[src/rtl/sid_write_scheduler.sv]
// Merges two command streams into one paced SID register-write port, one write per ce_1m slot.
// Optional macro SIDSCHED_DELAY_CMD_EN turns DELAY_CMD entries into timed idle periods.
module sid_write_scheduler #(
  parameter int         DEPTH     = 8,
  parameter logic [4:0] DELAY_CMD = 5'h1F
) (
  input  logic                     clk,
  input  logic                     reset,
  input  logic                     ce_1m,
  input  logic                     a_valid,
  input  logic [4:0]               a_addr,
  input  logic [7:0]               a_data,
  output logic                     a_ready,
  input  logic                     b_valid,
  input  logic [4:0]               b_addr,
  input  logic [7:0]               b_data,
  output logic                     b_ready,
  output logic                     sid_we,
  output logic [4:0]               sid_addr,
  output logic [7:0]               sid_data,
  output logic [$clog2(DEPTH):0]   fifo_level,
  output logic                     busy
);

  localparam int AW = $clog2(DEPTH);
  localparam logic [AW:0] FULL_LEVEL = (AW+1)'(DEPTH);

  logic [12:0]   mem [DEPTH];
  logic [AW-1:0] wr_ptr_reg;
  logic [AW-1:0] rd_ptr_reg;
  logic [AW:0]   level_reg;
  logic          prefer_a_reg;
  logic          sid_we_reg;
  logic [4:0]    sid_addr_reg;
  logic [7:0]    sid_data_reg;

  logic          full;
  logic          empty;
  logic          push;
  logic          pop;
  logic [12:0]   push_word;
  logic [4:0]    head_addr;
  logic [7:0]    head_data;
  logic          head_is_delay;

  assign full  = (level_reg == FULL_LEVEL);
  assign empty = (level_reg == '0);

  // Fullness is judged on the registered level, so a same-cycle pop never frees a slot early.
  assign a_ready   = !full && a_valid && (!b_valid || prefer_a_reg);
  assign b_ready   = !full && b_valid && (!a_valid || !prefer_a_reg);
  assign push      = a_ready || b_ready;
  assign push_word = a_ready ? {a_addr, a_data} : {b_addr, b_data};

  // Head is read asynchronously so an entry pushed one clk before ce_1m can issue at it.
  assign head_addr     = mem[rd_ptr_reg][12:8];
  assign head_data     = mem[rd_ptr_reg][7:0];
  assign head_is_delay = (head_addr == DELAY_CMD);

`ifdef SIDSCHED_DELAY_CMD_EN
  logic [7:0] wait_cnt_reg;

  assign pop  = ce_1m && !empty && (wait_cnt_reg == 8'd0);
  assign busy = !empty || (wait_cnt_reg != 8'd0) || sid_we_reg;

  always_ff @(posedge clk) begin
    if (reset) begin
      wait_cnt_reg <= 8'd0;
    end else if (ce_1m) begin
      if (wait_cnt_reg != 8'd0)
        wait_cnt_reg <= wait_cnt_reg - 8'd1;
      else if (!empty && head_is_delay)
        wait_cnt_reg <= head_data;
    end
  end
`else
  assign pop  = ce_1m && !empty;
  assign busy = !empty || sid_we_reg;
`endif

  always_ff @(posedge clk) begin
    if (push)
      mem[wr_ptr_reg] <= push_word;
  end

  always_ff @(posedge clk) begin
    if (reset) begin
      wr_ptr_reg   <= '0;
      rd_ptr_reg   <= '0;
      level_reg    <= '0;
      prefer_a_reg <= 1'b1;
    end else begin
      if (push)
        wr_ptr_reg <= wr_ptr_reg + 1'b1;
      if (pop)
        rd_ptr_reg <= rd_ptr_reg + 1'b1;
      case ({push, pop})
        2'b10:   level_reg <= level_reg + 1'b1;
        2'b01:   level_reg <= level_reg - 1'b1;
        default: level_reg <= level_reg;
      endcase
      if (a_ready)
        prefer_a_reg <= 1'b0;
      else if (b_ready)
        prefer_a_reg <= 1'b1;
    end
  end

  // SID outputs only move on ce_1m edges; delay entries are consumed without a write.
  always_ff @(posedge clk) begin
    if (reset) begin
      sid_we_reg   <= 1'b0;
      sid_addr_reg <= 5'd0;
      sid_data_reg <= 8'd0;
    end else if (ce_1m) begin
      if (pop && !head_is_delay) begin
        sid_we_reg   <= 1'b1;
        sid_addr_reg <= head_addr;
        sid_data_reg <= head_data;
      end else begin
        sid_we_reg   <= 1'b0;
      end
    end
  end

  assign sid_we     = sid_we_reg;
  assign sid_addr   = sid_addr_reg;
  assign sid_data   = sid_data_reg;
  assign fifo_level = level_reg;

endmodule

[config.mk]
export PLATFORM = sky130hd
export DESIGN_NAME = sid_write_scheduler
export DESIGN_NICKNAME = d
export VERILOG_FILES = /design/src/rtl/sid_write_scheduler.sv
export SDC_FILE = /design/constraint.sdc
export NUM_CORES = 1
export LEC_CHECK = 0
export BUFFER_PORTS_ARGS = -buffer_cell sky130_fd_sc_hd__buf_2
export CORE_AREA = 5 5 123 125
export CTS_BUF_LIST = sky130_fd_sc_hd__clkbuf_8
export CTS_CLUSTER_DIAMETER = 80
export DETAILED_ROUTE_END_ITERATION = 12
export DIE_AREA = 0 0 128 130
export GPL_TIMING_DRIVEN = 0
export PLACE_DENSITY_LB_ADDON = 0.3
export SLEW_MARGIN = 20
export SYNTH_ARGS = -nofsm -noshare
export SYNTH_HDL_FRONTEND = slang
export SYNTH_SLANG_ARGS = --single-unit
[constraint.sdc]
create_clock -name clk -period 5.6 [get_ports clk]
set_input_delay 0 -clock clk [delete_from_list [all_inputs] [get_ports clk]]
set_output_delay 0 -clock clk [all_outputs]
set_load 0.01 [all_outputs]
# --- Yosys cells after proc, flatten, opt, wreduce, memory -nomap -nowiden ---
# Memory sizes are Yosys's and may differ from the RTL's. A register that Yosys moved wholly into a read port is not among the register bits.
# Index checks and enable logic that the tools add are counted.
classes:
  muxes: 9
  add_sub_neg: 4
  eq_ne: 4
  n_reduce_logical: 20
op_table:
  columns: ["operator", "count"]
  rows:
  - ["two-way mux 13 bit", 1]
  - ["one-hot mux 4 bit (2 select lines)", 1]
  - ["adder 3 x 1 -> 3 bit (second input constant)", 2]
  - ["logical AND 1 bit", 6]
  - ["logical NOT 1 bit", 6]
  - ["two-way mux 3 bit", 2]
  - ["== test 5 bit (second input constant)", 1]
  - ["two-way mux 1 bit", 5]
  - ["adder 4 x 1 -> 4 bit (second input constant)", 1]
  - ["== test 4 bit (second input constant)", 1]
  - ["logical NOT 4 bit", 1]
  - ["logical OR 1 bit", 4]
  - ["nonzero test 2 bit", 2]
  - ["subtractor 4 x 1 -> 4 bit (second input constant)", 1]
  - ["== test 2 x 1 -> 1 bit (second input constant)", 1]
  - ["== test 2 bit (second input constant)", 1]
  - ["AND reduction 2 bit", 1]
totals:
  wordCells: 45
  n_memories: 1
  ram_bits: 104
  reg_bits: 25
mem_list:
  columns: ["name", "depth", "word_bits", "read_ports", "rd_clocked_by_memory_dff", "write_ports", "line", "source"]
  rows:
  - ["mem", 8, 13, 1, 1, 1, "28", "logic [12:0] mem [DEPTH];"]

# --- Depth between registers and ports, before layout ---
# Gate-level depths: netlist of the first run.
depth:
  ltp_word: 7
  ltp_mapped: 12

# --- Worst setup path after synthesis of the first run ---
# No wires, ideal clock.
synth_path:
  path_type: "reg-to-reg"
  startpoint: "register level_reg[1] (netlist: fifo_level[1])"
  endpoint: "register level_reg[3] (netlist: fifo_level[3])"
  slack_ns: 2.928
  path_buffers: 1
  required_time_ns: 5.526
  t_arrival_ns: 2.598
  setup_time_ns: 0.074
  stages_incl_launch_ff: 11
  period_less_slack_ns: 2.672
  path_cell_list: "dfxtp_1 > clkbuf_1 > or4b_2 > o21a_1 > inv_1 > ha_1 > nor4bb_1 > a21oi_1 > o21a_1 > or3_1 > a21oi_1"
synth_between:
  elab_chain_len: 7
  elab_cells_between_ends: 16
  classes_between: "2 x add/sub; 3 x eq/ne; 1 x mux; 10 x reduce/logical"
synth_rtl:
  columns: ["item", "line", "source"]
  rows:
  - ["start, declared", "31", "logic [AW:0] level_reg;"]
  - ["start signal, assigned", "98", "2'b10: level_reg <= level_reg + 1'b1;"]
  - ["start signal, assigned", "99", "2'b01: level_reg <= level_reg - 1'b1;"]
  - ["start signal, assigned", "100", "default: level_reg <= level_reg;"]
  - ["== test 4 bit", "46", "assign full = (level_reg == FULL_LEVEL);"]
  - ["logical NOT 1 bit", "50, 51", null]
  - ["logical AND 1 bit, on equally long branches (2 in a row)", "50, 51", null]
  - ["logical OR 1 bit", "52", "assign push = a_ready || b_ready;"]
  - ["== test 2 x 1 -> 1 bit / == test 2 bit (equally long branches)", "97", "case ({push, pop})"]
  - ["one-hot mux 4 bit (2 select lines) / nonzero test 2 bit (equally long branches)", null, null]
# Several ways; a longest one is shown, not always the timed one.
# A chain may end at the register's enable or synchronous reset.

# --- Worst setup path in the final report of the first run ---
layout_path:
  startpoint: "register level_reg[1] (netlist: fifo_level[1])"
  endpoint: "memory mem[5][7], data pin"
layout_between:
  elab_chain_len: 5
layout_rtl:
  columns: ["item", "line", "source"]
  rows:
  - ["== test 4 bit", "46", null]
  - ["logical NOT 1 bit", "50", "assign a_ready = !full && a_valid && (!b_valid || prefer_a_reg);"]
  - ["logical AND 1 bit (2 in a row)", "50", null]
  - ["two-way mux 13 bit", "53", "assign push_word = a_ready ? {a_addr, a_data} : {b_addr, b_data};"]
  - ["net push_word[7]", "41", "logic [12:0] push_word;"]
  - ["end, declared", "28", null]
# The timed path passes the listed nets, and every way through them passes these cells.

==> out/qor.csv, run 1 <==
stage,metric,value,unit
worst_setup_path,Worst setup SP type,register,
clocking,post-CTS setup buffers,0,
worst_setup_path,reg-to-reg startpoint,fifo_level[1]$_SDFFE_PP0P_,
die,Die ar.,0.0166,mm2
place,number of port buffers,50,
sta,Tcrit/Tclk final,59.2,%
worst_setup_path,Critical Path End Type,register,
drt,Pre-antenna DRT Iters,4,
finish,antenna cell count,0,
sta,Final Critical Period,3310,ps
die,IO Count,52,
sta,Final WS setup,2290,ps
synth,register bit count reported by yosys,132,
drt,DR iter-0 viols,138,
worst_setup_path,Worst R2R End,mem[5][7]$_DFFE_PP_,
finish,max reg flops,104,
global_routing,"Remaining Overflow, GRT",0,
synth,Synth top area share,57.8,%
finish,multi-input logic area,0.00159,mm2
synth,"EDFF count, synth",104,
global_routing,global-route wire length before repair,16500,um
sta,actual slew at the worst max-slew pin,915,ps
synth,Syn Area/Cell,17.2,um2
drt,DRT Wirelength,10300,um
die,Starting Density,39.3,%
sta,fmax,302,MHz
clocking,TritonCTS clock tree,yes,
die,die width,128,um
finish,layout cell share with drive strength beyond 1,34.0,%
synth,"count leader, synth",edfxtp_1,
sta,"Hold Vio Cnt, Final",0,
finish,Final Cell Area,0.00661,mm2
global_routing,largest net degree at the start of global routing,17,
sta,final hold slack,44.8,ps
synth,dominant cell type by area after synthesis,edfxtp_1,
worst_setup_path,crit path kind,register to register,
place,DP Area,0.00595,mm2
place,Placed Instances,548,
clocking,"Reg clk slew, reported paths",70,ps
global_routing,vias in the first global route,3062,
clocking,# clock sinks,132,
finish,Fillers,1210,
hold_path,Worst Hold Path Cells,2,
synth,Async SR Flop Fraction,0,%
die,row cnt,43,
synth,main area contributors after synthesis,"edfxtp_1, dfxtp_1, mux4_2, mux4_1, mux2_2",
clocking,insertion delay to the later sink of the worst-skew pair,430,ps
die,core area,0.0138,mm2
worst_setup_path,Worst Path Max Fanout,10,
pwr,VDD IR-drop max,0.000180,V
synth,post-synthesis sequential area ratio,68.1,%
worst_setup_path,Required @ worst endpoint,5740,ps
die,die height,130,um
drt,wire per inst,17.0,um
place,gpl congestion,0.701,
run_status,outcome,"finished, final reports clean",
finish,Nets,452,
drt,# DRC,0,
synth,Post-Syn Nets,351,
synth,cell area after synthesis,0.00541,mm2
hold_path,worst hold path class,primary input to register,
synth,"Top FF cell, synth",edfxtp_1,
flow_run,max_cap viols,0,
pwr,pwr dens,417,mW/mm2
clocking,CTS Buffer Depth,2,
sta,clk_skew,10.4,ps
finish,synthesis-to-layout area growth,22.3,%
worst_setup_path,reg2reg path depth,6,
pwr,Pleak,2.31,nW
finish,fin cells,609,
finish,Layout Utilization,48.0,%
sta,Rel. slew slack,38.9,%
sta,final setup TNS,0,ps
global_routing,initial antenna violation count,0,
hold_path,Worst Hold End,mem[5][10]$_DFFE_PP_,
drt,via total after detailed routing,3022,
clocking,CTS resizes,0,
clocking,H-tree Lvls,4,
synth,Synthesis Warnings,0,
drt,Final ANT Viol Nets,0,
worst_setup_path,WP data arrival,3450,ps
finish,register area,0.00368,mm2
hold_path,hold path start,a_addr[2],
clocking,Root Buffer Master,clkbuf_8,
clocking,Post-CTS Hold Buffers,29,
pwr,Tot Pwr,2.76,mW
sta,Final Max Slew Viols,0,
clocking,CTS Buf Count,17,
synth,post-synthesis cell count,315,
synth,"Distinct cells, synth",41,
worst_setup_path,Reg2Reg Setup Slack,2290,ps
place,DP Wirelength,6850,um
place,Post-Place Setup Slack,2630,ps
sta,RSZ-0062 raised after global routing,false,
drt,vias per cell,4.96,
sta,# setup viols final,0,
synth,Synth top cells by count,"edfxtp_1, dfxtp_1, mux4_2",
global_routing,All-Layer GR Usage,13.3,%
==> worst max-delay path by stage <==
stage | slack, ps | to | start
5_1_grt | 2150 | mem[4][5]$_DFFE_PP_ | fifo_level[1]$_SDFFE_PP0P_
2_1_floorplan | 2930 | fifo_level[3]$_SDFFE_PP0P_ | fifo_level[1]$_SDFFE_PP0P_
3_5_place_dp | 2630 | fifo_level[3]$_SDFFE_PP0P_ | fifo_level[1]$_SDFFE_PP0P_
6_report | 2290 | mem[5][7]$_DFFE_PP_ | fifo_level[1]$_SDFFE_PP0P_
3_3_place_gp | 2230 | mem[0][4]$_DFFE_PP_ | fifo_level[1]$_SDFFE_PP0P_
4_1_cts | 2230 | mem[3][11]$_DFFE_PP_ | fifo_level[1]$_SDFFE_PP0P_
==> area by class of cell <==
cell class | instances | share of cell area, %
Clock inverter | 15 | 2.14
Inverter | 15 | 0.852
Clock buffer | 17 | 3.54
Multi-Input combinational cell | 153 | 24.1
Sequential cell | 132 | 55.7
Buffer | 15 | 1.51
Timing Repair Buffer | 82 | 8.74
Tap cell | 180 | 3.41
==> layout by cell type, fill, tap and decap left out, types with 6 or more instances in the layout <==
cell type      instances
a21oi_1               16
nor2_1                 8
nand2b_1               6
mux2_2                14
nor2_2                 6
dlygate4sd3_1         29
mux4_2                19
a211oi_2               8
clkbuf_8              17
inv_1                 17
nand2_1               18
buf_2                 54
mux2i_1               13
mux4_1                 7
edfxtp_1             104
dfxtp_1               28
==> worst max-delay path, cell delays in order (launching register included) <==
cell and delay (ps):
dfxtp_1 310, clkbuf_1 180, or4b_2 730, nand3_1 410
buf_2 360, mux2_2 380, dlygate4sd3_1 660
==> metal layers <==
metal / track usage, % / routed length [um]
met5: 0 / 0
met2: 22.4 / 5280
met1: 16.3 / 4390
met4: 5.43 / 156
met3: 3.68 / 527
==> power by group <==
part / switching [mW] / internal (mW) / total (mW)
logic: 0.396 / 0.361 / 0.757
registers: 0.0522 / 1.19 / 1.25
clock network: 0.361 / 0.391 / 0.752
==> cell families (layout without fill, tap and decap cells) <==
logic type      count (synthesis)  after routing  synth area share [%]
compound gates                 37             37                  5.28
xor+xnor                        6              6                 0.972
fa+ha+maj                       5              5                  1.16
buf+inv                        30            144                  2.89
flops                         132            132                  68.1
mux                            54             54                  16.9
simple gates                   51             51                  4.70
No activity file was read; power rests on OpenSTA's default activity.
==> inputs of run 2 (changes only) <==
==> constraint.sdc (replaced) <==
create_clock -name clk -period 3.4 [get_ports clk]
set_input_delay 0 -clock clk [delete_from_list [all_inputs] [get_ports clk]]
set_output_delay 0 -clock clk [all_outputs]
set_load 0.01 [all_outputs]
==> run 2 against run 1 <==
Effect of this change: register-to-register slack worse by 2000 ps; final cell count unchanged; critical endpoint unchanged; non-clock buffer count unchanged; first-iteration DRC count unchanged; largest power group unchanged; total power increased by 65%.
==> out/qor.csv, run 2 (same netlist as run 1, synthesis figures left out) <==
stage,metric,value,unit
worst_setup_path,Required @ worst endpoint,3540,ps
die,Die ar.,0.0166,mm2
pwr,switching portion of total power,29.4,%
finish,"commonest non-fill, non-tap cell in the layout",edfxtp_1,
global_routing,initial antenna violation count,0,
worst_setup_path,Worst Path Max Fanout,10,
worst_setup_path,Critical Path End Type,register,
global_routing,All-Layer GR Usage,13.3,%
clocking,CTS Buffer Depth,2,
worst_setup_path,Worst setup SP type,register,
clocking,"Reg clk slew, reported paths",70,ps
drt,DRT Wirelength,10400,um
worst_setup_path,CP bufs+invs,3,
pwr,Comb power frac,27.5,%
clocking,# clock sinks,132,
worst_setup_path,"delay-heaviest family, CP",buffers and inverters,
finish,Nets,452,
clocking,CTS Buf Count,17,
sta,fmax,320,MHz
sta,Final Max Slew Viols,0,
worst_setup_path,"Max stage delay cell, worst path",or4b_2,
drt,# DRC,0,
sta,Tcrit/Tclk final,91.8,%
hold_path,worst hold path class,primary input to register,
place,DP Wirelength,6850,um
sta,RSZ-0062 raised after global routing,false,
global_routing,largest net degree at the start of global routing,17,
finish,max reg flops,104,
die,core area,0.0138,mm2
sta,actual slew at the worst max-slew pin,913,ps
pwr,pwr dens,687,mW/mm2
sta,final setup TNS,0,ps
drt,vias per cell,4.96,
clocking,Root Buffer Master,clkbuf_8,
finish,"commonest cells after routing, fill and taps aside","edfxtp_1, buf_2, dlygate4sd3_1",
worst_setup_path,CP max stage delay,740,ps
drt,Final ANT Viol Nets,0,
global_routing,vias in the first global route,3062,
sta,"Hold Vio Cnt, Final",0,
flow_run,max_cap viols,0,
clocking,TritonCTS clock tree,yes,
pwr,cell-internal power,3.21,mW
sta,# setup viols final,0,
finish,Fillers,1209,
pwr,Pleak,2.31,nW
sta,Rel. slew slack,39.1,%
finish,layout cell share with drive strength beyond 1,34.3,%
place,gpl congestion,0.701,
die,IO Count,52,
die,Starting Density,39.3,%
drt,wire per inst,17.0,um
die,die height,130,um
pwr,clock group share of total power,27.3,%
worst_setup_path,WP data arrival,3260,ps
clocking,insertion delay to the later sink of the worst-skew pair,430,ps
global_routing,"Remaining Overflow, GRT",0,
drt,DR iter-0 viols,138,
clocking,H-tree Lvls,4,
run_status,outcome,"finished, final reports clean",
pwr,sequential share of power,45.2,%
finish,synthesis-to-layout area growth,22.4,%
pwr,Tot Pwr,4.54,mW
global_routing,global-route wire length before repair,16500,um
worst_setup_path,crit path kind,register to register,
pwr,VDD IR-drop max,0.000297,V
die,die width,128,um
worst_setup_path,crit path cell chain,clkbuf_1 -> or4b_2 -> nand3_2 -> buf_2 -> mux2_2 -> dlygate4sd3_1,
pwr,Psw,1.34,mW
die,row cnt,43,
sta,Final Critical Period,3120,ps
sta,clk_skew,10.4,ps
finish,antenna cell count,0,
place,number of port buffers,50,
drt,via total after detailed routing,3019,
drt,Pre-antenna DRT Iters,4,
run 2: cell counts in the layout (fill, tap and decap cells not counted):
Identical to the previous run, type by type.
run 2: worst register-to-register path, delay by kind of cell, from the launching register on:
family,cells,cell delay [ps]
multiplexers,1,380
flip-flops,1,310
AND/OR/NAND/NOR,2,990
buffers and inverters,3,1160
run 2: power by group through the flow:
stage | clock network [mW] | registers [mW] | logic [mW]
global route | 1.34 | 2.08 | 1.38
global placement | 0 | 2.08 | 1.19
detailed placement | 0 | 2.09 | 1.23
finish | 1.24 | 2.05 | 1.25
CTS | 1.27 | 2.06 | 1.27
floorplan | 0 | 2.11 | 0.843
run 2: what timing repair did:
action	in CTS	in global routing
resized for setup	0	1
hold buffers	29	0
hold endpoints to repair	94	0
setup buffers	0	0
endpoints found under the setup margin	0	64
run 2: final timing paths:
kind | to | slack, ps | cells after the start | start
min | mem[5][10]$_DFFE_PP_ | 40 | 2 | a_addr[2]
min reg2reg | sid_data[1]$_SDFFE_PP0P_ | 460 | 2 | sid_data[1]$_SDFFE_PP0P_
max | mem[5][7]$_DFFE_PP_ | 280 | 6 | fifo_level[1]$_SDFFE_PP0P_
max reg2reg | mem[5][7]$_DFFE_PP_ | 280 | 6 | fifo_level[1]$_SDFFE_PP0P_
run 2: area by class of cell:
cell class                 instances  area [um2]  share of cell area (%)
timing repair buffer              82         578                    8.74
buffer                            15         100                    1.51
clock buffer                      17         234                    3.54
tap                              180         225                    3.40
sequential                       132        3680                    55.7
inverter                          15        56.3                   0.851
multi-input combinational        153        1600                    24.1
clock inverter                    15         141                    2.14
run 2: metrics by stage:
step           cell area (um2)  setup slack, ps  util (%)  instances  hold WS [ps]
2_1_floorplan             5410              728         -        315          81.5
3_3_place_gp              5880             33.9      42.7        545           292
3_5_place_dp              5950              427      43.2        548           301
4_1_cts                   6610             31.6      48.0        609          17.6
5_1_grt                   6620              142      48.0        609          29.7
6_report                  6620              280      48.0        609          41.2
run 2: per-layer routing:
layer  wire [um]  vias up  global-route usage (%)
li1            -     1427                       -
met5           0        -                       0
met1        4410     1501                    16.3
met2        5300       78                    22.4
met4         156        0                    5.43
met3         500       13                    3.68
==> inputs of run 3 (changes only) <==
--- a/config.mk
+++ b/config.mk
@@ -11,9 +11,8 @@
 export CTS_CLUSTER_DIAMETER = 80
 export DETAILED_ROUTE_END_ITERATION = 12
 export DIE_AREA = 0 0 128 130
-export GPL_TIMING_DRIVEN = 0
 export PLACE_DENSITY_LB_ADDON = 0.3
-export SLEW_MARGIN = 20
+export SLEW_MARGIN = 15
 export SYNTH_ARGS = -nofsm -noshare
 export SYNTH_HDL_FRONTEND = slang
 export SYNTH_SLANG_ARGS = --single-unit
==> run 3 against run 2 <==
Effect of this change: sequential share of layout area grew 0.52 points; largest power group unchanged; critical endpoint is now mem[4][10]$_DFFE_PP_; first-iteration DRC count grew 50%; design area shrank 0.93%; global-route usage grew 0.068 points; maximum frequency grew 5.0%; setup slack gained 150 ps.
==> out/qor.csv, run 3 (same netlist as run 1, synthesis figures left out) <==
stage,metric,value,unit
run_status,outcome,"finished, final reports clean",
worst_setup_path,Worst Path Max Fanout,13,
global_routing,global-route wire length before repair,16400,um
hold_path,hold path start,reset,
worst_setup_path,Critical Path End Type,register,
global_routing,initial antenna violation count,0,
finish,Nets,450,
sta,Rel. slew slack,50.5,%
drt,DRT Wirelength,10400,um
finish,Final Cell Area,0.00656,mm2
sta,"Hold Vio Cnt, Final",0,
finish,antenna cell count,0,
die,Starting Density,39.3,%
flow_run,max_cap viols,0,
drt,# DRC,0,
finish,Layout Utilization,47.6,%
pwr,Tot Pwr,4.43,mW
place,Post-Place Setup Slack,632,ps
place,Placed Instances,546,
hold_path,worst hold path class,primary input to register,
clocking,"Reg clk slew, reported paths",70,ps
pwr,Pleak,2.31,nW
place,number of port buffers,51,
sta,Final Critical Period,2970,ps
sta,# setup viols final,0,
sta,clk_skew,8.79,ps
die,Die ar.,0.0166,mm2
worst_setup_path,WP data arrival,3120,ps
worst_setup_path,CP max stage delay,750,ps
clocking,insertion delay to the later sink of the worst-skew pair,440,ps
clocking,# clock sinks,132,
worst_setup_path,"delay-heaviest family, CP",simple AND/OR/NAND/NOR gates,
sta,Final WS setup,429,ps
die,die height,130,um
finish,layout cell share with drive strength beyond 1,33.7,%
clocking,CTS Buffer Depth,2,
worst_setup_path,crit path cell chain,or4b_2 -> nand3_1 -> buf_4 -> mux2_2 -> dlygate4sd3_1,
drt,vias per cell,4.94,
sta,Final Max Slew Viols,0,
die,die width,128,um
global_routing,largest net degree at the start of global routing,27,
finish,register area,0.00368,mm2
finish,"commonest non-fill, non-tap cell in the layout",edfxtp_1,
place,DP Wirelength,6400,um
global_routing,"Remaining Overflow, GRT",0,
finish,Fillers,1195,
finish,synthesis-to-layout area growth,21.2,%
die,IO Count,52,
sta,RSZ-0062 raised after global routing,false,
worst_setup_path,reg-to-reg startpoint,fifo_level[0]$_SDFFE_PP0P_,
drt,Final ANT Viol Nets,0,
clocking,TritonCTS clock tree,yes,
sta,final setup TNS,0,ps
pwr,VDD IR-drop max,0.000274,V
drt,Pre-antenna DRT Iters,4,
pwr,pwr dens,676,mW/mm2
clocking,Root Buffer Master,clkbuf_8,
place,gpl congestion,0.730,
worst_setup_path,worst setup path startpoint,fifo_level[0]$_SDFFE_PP0P_,
die,row cnt,43,
worst_setup_path,Required @ worst endpoint,3550,ps
sta,Tcrit/Tclk final,87.4,%
drt,via total after detailed routing,3000,
clocking,CTS Buf Count,17,
global_routing,vias in the first global route,3040,
worst_setup_path,Worst setup SP type,register,
die,core area,0.0138,mm2
finish,multi-input logic area,0.00158,mm2
sta,final hold slack,34.4,ps
finish,fin cells,607,
drt,wire per inst,17.1,um
global_routing,All-Layer GR Usage,13.4,%
sta,fmax,337,MHz
worst_setup_path,"Max stage delay cell, worst path",or4b_2,
clocking,CTS resizes,0,
finish,max reg flops,104,
finish,"commonest cells after routing, fill and taps aside","edfxtp_1, buf_2, dlygate4sd3_1",
worst_setup_path,crit path kind,register to register,
drt,DR iter-0 viols,207,
clocking,H-tree Lvls,4,
worst_setup_path,CP bufs+invs,2,
place,DP Area,0.00591,mm2
sta,actual slew at the worst max-slew pin,741,ps
-- run 3: final timing paths --
check	endpoint	slack [ps]	depth (start not counted)
setup / recovery	mem[4][10]$_DFFE_PP_	430	5
setup reg to reg	mem[4][10]$_DFFE_PP_	430	5
hold / removal	fifo_level[1]$_SDFFE_PP0P_	30	2
hold reg to reg	sid_data[6]$_SDFFE_PP0P_	460	2
-- run 3: area by class of cell --
class | instances | share of cell area [%]
Multi-Input combinational cell | 153 | 24.1
Timing Repair Buffer | 95 | 10.0
Clock inverter | 15 | 1.83
Sequential cell | 132 | 56.2
Inverter | 15 | 0.859
Clock buffer | 17 | 3.57
Tap cell | 180 | 3.44
-- run 3: repair_timing --
item,CTS,global route
hold endpoints to repair,106,0
setup endpoints to repair,0,0
buffers inserted,0,0
hold buffers,29,0
-- run 3: report_power, final --
group | internal [mW] | total, mW | switching, mW
combinational | 0.569 | 1.18 | 0.611
clock | 0.568 | 1.17 | 0.598
sequential | 1.97 | 2.08 | 0.117
total | 3.10 | 4.43 | 1.33
-- run 3: layer usage --
metal | global-route usage, % | routed length [um] | share of wire [%]
met1 | 17.4 | 4860 | 47
met2 | 21.1 | 4860 | 47
met3 | 4.09 | 519 | 5.0
met4 | 5.43 | 172 | 1.7
met5 | 0 | 0 | 0
